**src/rtl/rs_entry_tracker_if.sv**
```systemverilog
// rtl/rs_entry_tracker_if.sv - allocation/free/branch bus of the reservation-station tracker
interface rs_entry_tracker_if #(
    parameter int ENT_NUM     = 8,
    parameter int ENT_SEL     = 3,
    parameter int SPECTAG_LEN = 5
);
    logic                           we1;
    logic                           we2;
    logic [ENT_SEL-1:0]             went1;
    logic [ENT_SEL-1:0]             went2;
    logic [SPECTAG_LEN-1:0]         wspectag1;
    logic [SPECTAG_LEN-1:0]         wspectag2;
    logic                           free_en;
    logic [ENT_SEL-1:0]             free_ent;
    logic                           prmiss;
    logic                           prsuccess;
    logic [SPECTAG_LEN-1:0]         prtag;
    logic [ENT_NUM-1:0]             busy;
    logic [ENT_NUM*SPECTAG_LEN-1:0] entry_tag;
    logic [ENT_SEL:0]               entry_cnt;
    logic                           nearly_full;

    modport master (
        output we1, we2, went1, went2, wspectag1, wspectag2,
        output free_en, free_ent, prmiss, prsuccess, prtag,
        input  busy, entry_tag, entry_cnt, nearly_full
    );

    modport slave (
        input  we1, we2, went1, went2, wspectag1, wspectag2,
        input  free_en, free_ent, prmiss, prsuccess, prtag,
        output busy, entry_tag, entry_cnt, nearly_full
    );
endinterface

```
**src/rtl/rs_entry_tracker.sv**
```systemverilog
// rtl/rs_entry_tracker.sv - busy/tag occupancy tracker for one reservation station
module rs_entry_tracker #(
    parameter int ENT_NUM     = 8,
    parameter int ENT_SEL     = 3,
    parameter int SPECTAG_LEN = 5
) (
    input  logic              clk,
    input  logic              reset,
    rs_entry_tracker_if.slave bus
);
    localparam int CNT_W = ENT_SEL + 1;

    logic [ENT_NUM-1:0]     busy_q, busy_d;
    logic [SPECTAG_LEN-1:0] tag_q [ENT_NUM];
    logic [SPECTAG_LEN-1:0] tag_d [ENT_NUM];
    logic [CNT_W-1:0]       cnt_q, cnt_d;
    logic                   nf_q, nf_d;

    logic [SPECTAG_LEN-1:0] clr_mask;
    logic                   alloc1_ok;
    logic                   alloc2_ok;

    // Next-state per entry: kill beats allocate beats free beats hold;
    // slot 2 beats slot 1 when both target the same index.
    always_comb begin
        busy_d    = busy_q;
        tag_d     = tag_q;
        cnt_d     = '0;
        nf_d      = 1'b0;
        // A mispredict in the same cycle overrides any resolved-correct report.
        clr_mask  = (bus.prsuccess && !bus.prmiss) ? bus.prtag : '0;
        // Instructions squashed by this cycle's mispredict never take a slot.
        alloc1_ok = bus.we1 && !(bus.prmiss && |(bus.wspectag1 & bus.prtag));
        alloc2_ok = bus.we2 && !(bus.prmiss && |(bus.wspectag2 & bus.prtag));

        for (int i = 0; i < ENT_NUM; i++) begin
            if (bus.prmiss && |(tag_q[i] & bus.prtag)) begin
                busy_d[i] = 1'b0;
                tag_d[i]  = '0;
            end else if (alloc2_ok && bus.went2 == ENT_SEL'(i)) begin
                busy_d[i] = 1'b1;
                tag_d[i]  = bus.wspectag2 & ~clr_mask;
            end else if (alloc1_ok && bus.went1 == ENT_SEL'(i)) begin
                busy_d[i] = 1'b1;
                tag_d[i]  = bus.wspectag1 & ~clr_mask;
            end else if (bus.free_en && bus.free_ent == ENT_SEL'(i)) begin
                busy_d[i] = 1'b0;
                tag_d[i]  = '0;
            end else begin
                tag_d[i]  = tag_q[i] & ~clr_mask;
            end
        end

        for (int i = 0; i < ENT_NUM; i++) begin
            cnt_d = cnt_d + CNT_W'(busy_d[i]);
        end
        nf_d = (cnt_d >= CNT_W'(ENT_NUM - 1));
    end

    // State registers; reset clears every entry immediately.
    always_ff @(posedge clk or negedge reset) begin
        if (!reset) begin
            busy_q <= '0;
            for (int i = 0; i < ENT_NUM; i++) begin
                tag_q[i] <= '0;
            end
            cnt_q  <= '0;
            nf_q   <= 1'b0;
        end else begin
            busy_q <= busy_d;
            tag_q  <= tag_d;
            cnt_q  <= cnt_d;
            nf_q   <= nf_d;
        end
    end

    // Flatten the per-entry tags onto the output bus.
    always_comb begin
        bus.entry_tag = '0;
        for (int i = 0; i < ENT_NUM; i++) begin
            bus.entry_tag[i*SPECTAG_LEN +: SPECTAG_LEN] = tag_q[i];
        end
    end

    assign bus.busy        = busy_q;
    assign bus.entry_cnt   = cnt_q;
    assign bus.nearly_full = nf_q;
endmodule

```
**src/flat_wrapper.sv**
```systemverilog
// flat-port wrapper written by rule: the top's interface ports become plain ports
module rs_entry_tracker_flat 
#(
    parameter int ENT_NUM     = 8,
    parameter int ENT_SEL     = 3,
    parameter int SPECTAG_LEN = 5
)
  (clk, reset, bus_we1, bus_we2, bus_went1, bus_went2, bus_wspectag1, bus_wspectag2, bus_free_en, bus_free_ent, bus_prmiss, bus_prsuccess, bus_prtag, bus_busy, bus_entry_tag, bus_entry_cnt, bus_nearly_full);
  rs_entry_tracker_if #(.ENT_NUM(ENT_NUM), .ENT_SEL(ENT_SEL), .SPECTAG_LEN(SPECTAG_LEN)) bus_i ();
  input  logic clk;
  input  logic reset;
  input wire logic [$bits(bus_i.we1)-1:0] bus_we1;
  input wire logic [$bits(bus_i.we2)-1:0] bus_we2;
  input wire logic [$bits(bus_i.went1)-1:0] bus_went1;
  input wire logic [$bits(bus_i.went2)-1:0] bus_went2;
  input wire logic [$bits(bus_i.wspectag1)-1:0] bus_wspectag1;
  input wire logic [$bits(bus_i.wspectag2)-1:0] bus_wspectag2;
  input wire logic [$bits(bus_i.free_en)-1:0] bus_free_en;
  input wire logic [$bits(bus_i.free_ent)-1:0] bus_free_ent;
  input wire logic [$bits(bus_i.prmiss)-1:0] bus_prmiss;
  input wire logic [$bits(bus_i.prsuccess)-1:0] bus_prsuccess;
  input wire logic [$bits(bus_i.prtag)-1:0] bus_prtag;
  output wire logic [$bits(bus_i.busy)-1:0] bus_busy;
  output wire logic [$bits(bus_i.entry_tag)-1:0] bus_entry_tag;
  output wire logic [$bits(bus_i.entry_cnt)-1:0] bus_entry_cnt;
  output wire logic [$bits(bus_i.nearly_full)-1:0] bus_nearly_full;
  assign bus_i.we1 = bus_we1;
  assign bus_i.we2 = bus_we2;
  assign bus_i.went1 = bus_went1;
  assign bus_i.went2 = bus_went2;
  assign bus_i.wspectag1 = bus_wspectag1;
  assign bus_i.wspectag2 = bus_wspectag2;
  assign bus_i.free_en = bus_free_en;
  assign bus_i.free_ent = bus_free_ent;
  assign bus_i.prmiss = bus_prmiss;
  assign bus_i.prsuccess = bus_prsuccess;
  assign bus_i.prtag = bus_prtag;
  assign bus_busy = bus_i.busy;
  assign bus_entry_tag = bus_i.entry_tag;
  assign bus_entry_cnt = bus_i.entry_cnt;
  assign bus_nearly_full = bus_i.nearly_full;
  rs_entry_tracker #(.ENT_NUM(ENT_NUM), .ENT_SEL(ENT_SEL), .SPECTAG_LEN(SPECTAG_LEN)) u_core (.clk(clk), .reset(reset), .bus(bus_i));
endmodule
```
**config.mk**
```make
export PLATFORM = sky130hd
export DESIGN_NAME = rs_entry_tracker_flat
export DESIGN_NICKNAME = d
export VERILOG_FILES = /design/src/rtl/rs_entry_tracker_if.sv /design/src/rtl/rs_entry_tracker.sv /design/src/flat_wrapper.sv
export SDC_FILE = /design/constraint.sdc
export NUM_CORES = 1
export LEC_CHECK = 0
export ABC_AREA = 1
export CAP_MARGIN = 20
export CORE_MARGIN = 2
export CORE_UTILIZATION = 35
export DETAILED_ROUTE_END_ITERATION = 8
export PLACE_DENSITY = 0.61
export REMOVE_ABC_BUFFERS = 1
export SYNTH_ARGS = -nofsm -noshare
export SYNTH_HDL_FRONTEND = slang
export SYNTH_SLANG_ARGS = --single-unit
```
**constraint.sdc**
```tcl
create_clock -name clk -period 3.6 [get_ports clk]
set_input_delay 0.54 -clock clk [delete_from_list [all_inputs] [get_ports clk]]
set_output_delay 0.54 -clock clk [all_outputs]
set_load 0.005 [all_outputs]
```
### After elaboration in Yosys (flattened, before gate mapping)

Index checks and enable logic that the tools add are counted.
W data, S select, Z words.

| storage, ports and cells | value |
|---|---|
| bits in registers | 53 |
| output and inout bits | 53 |
| word-level logic and storage cells | 179 |

| cells by class | value |
|---|---|
| add/sub/neg operators | 7 |
| magnitude comparators | 1 |
| equality and inequality tests | 21 |
| muxes and demuxes | 65 |
| bitwise gates (word level) | 21 |
| reductions and logical operators | 53 |

Operator list:

| cell | count |
|---|---|
| $mux W5 | 33 |
| $and A5 B5 Y5 | 20 |
| $reduce_or A5 Y1 | 10 |
| $logic_and A1 B1 Y1 | 37 |
| $eq A3 B3 Y1 const B | 12 |
| $mux W1 | 32 |
| $add A4 B1 Y4 | 6 |
| $eq A3 B2 Y1 const B | 6 |
| $eq A3 B1 Y1 const B | 3 |
| $logic_not A3 Y1 | 3 |
| $not A5 Y5 | 1 |
| $ge A4 B3 Y1 const B | 1 |
| $logic_not A1 Y1 | 3 |
| $add A1 B1 Y2 | 1 |

### Longest topological paths before layout

| depth | value |
|---|---|
| word-level depth | 17 |
| gate-level depth with buffers | 20 |
| mapped depth without buffers | 18 |

### Worst setup path before layout

No wires, ideal clock.

| path | value |
|---|---|
| path type | input port to flip-flop |
| from | in bus_prtag[3] |
| to | reg u_core.nf_q, in the netlist u_core.bus.nearly_full |
| setup time | 0.065 ns |
| arrival time | 3.846 ns |
| path slack | -0.311 ns |
| cell stages on the path | 20 |
| cells stage by stage | buf_2 > nand2_1 > nand3_1 > o21bai_4 > buf_8 > nand3_2 > nand3_1 > nand2_1 > inv_1 > ha_1 > inv_1 > fa_1 > inv_1 > fa_1 > fa_1 > inv_1 > fa_1 > inv_1 > nand3_1 > nand2_1 |

| between the ends | value |
|---|---|
| cells in the longest elaborated chain, start to end | 17 |

RTL lines:

| item | RTL line | RTL |
|---|---|---|
| from (decl) | flat_wrapper.sv:22 | `input wire logic [$bits(bus_i.prtag)-1:0] bus_prtag;` |
| $and A5 B5 Y5 | rs_entry_tracker.sv:33 | `alloc1_ok = bus.we1 && !(bus.prmiss && \|(bus.wspectag1 & bus.prtag));` |
| $reduce_or A5 Y1 | rs_entry_tracker.sv:33 |  |
| $logic_and A1 B1 Y1 | rs_entry_tracker.sv:33 |  |
| $logic_not A1 Y1 | rs_entry_tracker.sv:33 |  |
| $logic_and A1 B1 Y1 | rs_entry_tracker.sv:33 |  |
| $logic_and A1 B1 Y1 | rs_entry_tracker.sv:43 | `end else if (alloc1_ok && bus.went1 == ENT_SEL'(i)) begin` |
| $mux W1 | rs_entry_tracker.sv:43 |  |
| $mux W1 | rs_entry_tracker.sv:40 | `end else if (alloc2_ok && bus.went2 == ENT_SEL'(i)) begin` |
| $mux W1 (*) | rs_entry_tracker.sv:37 | `if (bus.prmiss && \|(tag_q[i] & bus.prtag)) begin` |
| named net u_core.busy_d[0] | rs_entry_tracker.sv:13 | `logic [ENT_NUM-1:0] busy_q, busy_d;` |
| $add A1 B1 Y2 (*) | rs_entry_tracker.sv:55 | `cnt_d = cnt_d + CNT_W'(busy_d[i]);` |
| $add A4 B1 Y4 (*) (6 in a row) | rs_entry_tracker.sv:55 |  |
| named net u_core.cnt_d[1] | rs_entry_tracker.sv:16 | `logic [CNT_W-1:0] cnt_q, cnt_d;` |
| $ge A4 B3 Y1 (*) | rs_entry_tracker.sv:57 | `nf_d = (cnt_d >= CNT_W'(ENT_NUM - 1));` |
| named net u_core.nf_d | rs_entry_tracker.sv:17 | `logic nf_q, nf_d;` |
| to (signal assigned) | rs_entry_tracker.sv:73 | `nf_q <= nf_d;` |
| to (decl) | rs_entry_tracker.sv:17 |  |

The timed path passes the listed nets; every way through them passes the cells marked *.

### Final worst setup path

| path | value |
|---|---|
| from | in bus_prtag[0] |
| to | reg u_core.nf_q, in the netlist u_core.bus.nearly_full |

Same word-level chain as after synthesis.

==> impl_metrics.csv <==
group,metric,value,unit
worst_setup_path,reg2reg_setup_slack,120,ps
clock_tree,cts_made_buffers,5,
placement,dpl_cell_area,0.006050,sq mm
floorplan,top_level_ports,84,
global_routing,grt_pass1_wl,29.61,mm
pwr,switching_pwr,0.001068,W
synth,synth.lib_cells_used.distinct,29,
synth,postSynthCellCount,674,
worst_setup_path,cell_with_the_most_instances_on_the_worst_path,"inv_2",
pwr,clkPwrFrac,18.8,%
clock_tree,insertion_delay,310,ps
worst_setup_path,worst-endpoint-arrival,3770,ps
route,ant_nets,0,
worst_hold_path,timing.hold.worst.class,"primary input to async pin",
worst_setup_path,critPathRequiredTime,3850,ps
synth,post_synth_most_frequent_cells,"nand2_1 (199), inv_1 (109), nand4_1 (80)",
cells_and_area,antenna_cells_inserted,0,
worst_setup_path,timing_worst_setup_path_type,"primary input to flop",
synth,synth-warning-count,0,
cells_and_area,fin_area,0.006495,sq mm
synth,synth-main-ff-cell,"dfrtp_1",
floorplan,die_h,116.2,microns
global_routing,first_global_vias,5355,
synth,synthesis.area_per_instance,6.534,sq um
floorplan,placeableCoreArea,0.01216,sq mm
floorplan,rows,40,
synth,synth_seq_cells,53,
clock_tree,tritoncts,"yes",
placement,place.detailed.instances,1005,
timing,report.final.slew_viol_count,0,
worst_setup_path,critical_path.slowest_cell,"fa_1",
job,maxCapViolCount,0,
clock_tree,cts.root.buffer_cell,"clkbuf_16",
synth,post-synth-top-area-cell,"dfrtp_1",
route,dr.pass1.iters,7,
cells_and_area,syn_to_final_growth,47.47,%
synth,synth_most_common_cell,"nand2_1",
timing,clock.fmax,284.7,MHz
cells_and_area,drive_above_1_share,30.22,%
floorplan,initial_core_util,36.21,%
timing,finalHoldViolCount,0,
synth,async_reset_ff_share,100.0,%
clock_tree,h_tree_lvl_count,2,
worst_setup_path,cp-end-kind,"flop",
worst_setup_path,crit_fanout,4,
clock_tree,cts_num_sinks,53,
route,drc,0,
clock_tree,clk_transition_reported_paths,80,ps
placement,gp_routability_congestion,1.021,
pwr,p_leak,3.555,nW
pwr,max-vdd-ir-drop,0.4240,mV
outcome,status,"completed",
placement,port_buffers,83,
global_routing,initial_antenna_violation_count,0,
floorplan,area_of_the_die,0.01350,sq mm
timing,fin_crit_sh,97.56,%
worst_setup_path,crit-reg2reg-capture,"u_core.bus.nearly_full",
pwr,power.switching_fraction,39.26,%
worst_setup_path,critical-path-max-stage-delay,510,ps
worst_setup_path,worstPathCellList,"buf_4 > nand2_2 > nand2_2 > o21ai_4 > nand3_2 > nand3_2 > nand2_2 > inv_2 > ha_4 > inv_2 > fa_1 > inv_2 > fa_1 > fa_2 > inv_2 > fa_2 > inv_2 > nand3_2 > nand2_1",
global_routing,grt.total_usage,29.49,%
global_routing,grt_overflow_total,0,
route,drt-vias-per-instance,5.386,
synth,synth_top_cells_by_area,"dfrtp_1 (30%), nand2_1 (17%), nand4_1 (11%), inv_1 (9.3%), nand3_1 (6.6%)",
route,routed_wl,19.55,mm
worst_setup_path,regToRegStartpoint,"u_core.bus.entry_tag[4]",
clock_tree,cts_hold_buf,0,
cells_and_area,finalNetCount,914,
cells_and_area,finalNonFillerCells,1045,
route,dr_total_vias,5628,
timing,final_setup_skew,9.094,ps
pwr,total_power_per_unit_cell_area,418.9,mW/mm^2
timing,setup-violations-final,0,
cells_and_area,fillers,1227,
floorplan,floorplan.die.width,116.2,microns
synth,synth_top_area_share,30.11,%
pwr,internal-power,0.001653,W
worst_setup_path,critical_path.startpoint_type,"primary input",
cells_and_area,postLayoutCoreUtil,53.41,%
pwr,power.share.sequential,29.1,%
route,routedWlPerCell,18.71,microns
timing,tightestPinTransition,828.6,ps
route,drt-initial-drc-count,604,
placement,detailed_place_hpwl,13.93,mm
timing,worst_slew_margin_relative_to_its_limit,44.76,%
timing,finalCriticalPeriod,3512,ps
clock_tree,clk_path_buf_depth,2,
worst_setup_path,r2r.worst_path.cells,17,
pwr,finalPower,0.002721,W
synth,number_of_synthesized_flops_with_an_enable_pin,0,
global_routing,maximum_number_of_pins_on_one_net_before_global_route_repair,40,
pwr,pwr-share-comb,52.1,%
synth,synth-seq-area-share,30.11,%
synth,syn-cell-area,0.004404,sq mm
[worst max path at each step]
stage	slack, ps	cells past startpoint	to	from
after floorplan	-1740	18	u_core.bus.nearly_full	bus_prtag[3]
after global placement	-790	19	u_core.bus.nearly_full	bus_prtag[3]
after detailed placement	-910	19	u_core.bus.nearly_full	bus_prtag[3]
after CTS	1	19	u_core.bus.nearly_full	bus_prtag[3]
after global routing	-20	18	u_core.bus.nearly_full	bus_free_ent[1]
final	90	19	u_core.bus.nearly_full	bus_prtag[0]
[cells in the final DEF (no fill, tap or decap), types with 2 or more instances in the layout]
cell type and instances:
buf_2 2, buf_4 136, buf_6 3, clkbuf_16 5
clkbuf_2 16, clkdlybuf4s15_1 2, clkdlybuf4s50_1 54, dfrtp_1 53
dlygate4sd2_1 4, fa_1 2, fa_2 2, ha_1 2
inv_1 97, inv_2 43, inv_4 3, nand2_1 185
nand2_2 15, nand3_1 51, nand3_2 14, nand3_4 2
nand4_1 80, nor2_1 29, nor2_2 2, nor2_4 2
nor3_1 24, nor3_4 8, o211ai_1 8, o21ai_0 6
o21ai_1 7, o21ai_2 3, o22ai_1 8
[layout make-up]
type / instances / area, sq um / area share (%)
Sequential cell: 53 / 1326 / 20.42
Clock buffer: 5 / 125.1 / 1.926
Tap cell: 168 / 210.2 / 3.236
Timing Repair Buffer: 218 / 1755 / 27.03
Inverter: 143 / 544.3 / 8.380
Clock inverter: 3 / 21.27 / 0.3275
Multi-Input combinational cell: 455 / 2512 / 38.68
[repair_timing]
| action | 4_1_cts | 5_1_grt |
|---|---|---|
| setup buffers | 22 | 10 |
| pin swaps | 12 | 33 |
| resized for setup | 56 | 83 |
| setup endpoints to repair | 5 | 8 |
[through the flow]
stage | TNS, ps | hold WS, ps | setup WS [ps]
after floorplan | -7402 | 244.4 | -1737
after global placement | -2759 | 674.0 | -790.4
after detailed placement | -3246 | 668.3 | -914.1
after CTS | 0 | 335.9 | 1.108
after global routing | -20.75 | 367.2 | -20.75
final | 0 | 327.1 | 87.97
[worst max-delay path: cells and delay by family]
| kind | cells | cell delay [ps] |
|---|---|---|
| buffers and inverters | 6 | 430 |
| AO/OA/AOI/OAI | 1 | 260 |
| AND/OR/NAND/NOR | 7 | 560 |
| adder cells (fa/ha/maj) | 5 | 1970 |
[per-layer routing]
| layer | vias up | global-route usage, % | share of wire (%) |
|---|---|---|---|
| met1 | 2627 | 40.76 | 42 |
| met3 | 47 | 4.878 | 9.8 |
| met4 | 0 | 13.10 | 3.9 |
| met5 | - | 0 | 0 |
| li1 | 2596 | - | - |
| met2 | 358 | 45.58 | 44 |
[flip-flops by register name (all words and copies together) (netlist names)]
| register | count |
|---|---|
| u_core.bus.entry_tag | 40 |
| u_core.bus.entry_cnt | 4 |
| u_core.bus.nearly_full | 1 |
| u_core.bus.busy | 8 |
[cells by family after synthesis]
| family | after synthesis | share of synthesized area (%) |
|---|---|---|
| and+or+nand+nor | 413 | 46.11 |
| buffers and inverters | 166 | 16.05 |
| DFF | 53 | 30.11 |
| AOI/OAI and AO/OA | 34 | 4.858 |
| adders and majority gates | 7 | 2.671 |
| xor gates and xnor gates | 1 | 0.1989 |
[power by group through the flow]
stage	Clock, W	Combinational (W)	Sequential (W)
2_1_floorplan	0	0.000588	0.000790
3_3_place_gp	0	0.00123	0.000805
3_5_place_dp	0	0.00125	0.000800
4_1_cts	0.000528	0.00131	0.000792
5_1_grt	0.000546	0.00155	0.000804
6_report	0.000511	0.00142	0.000793
Power figures use the tool's default switching activity.
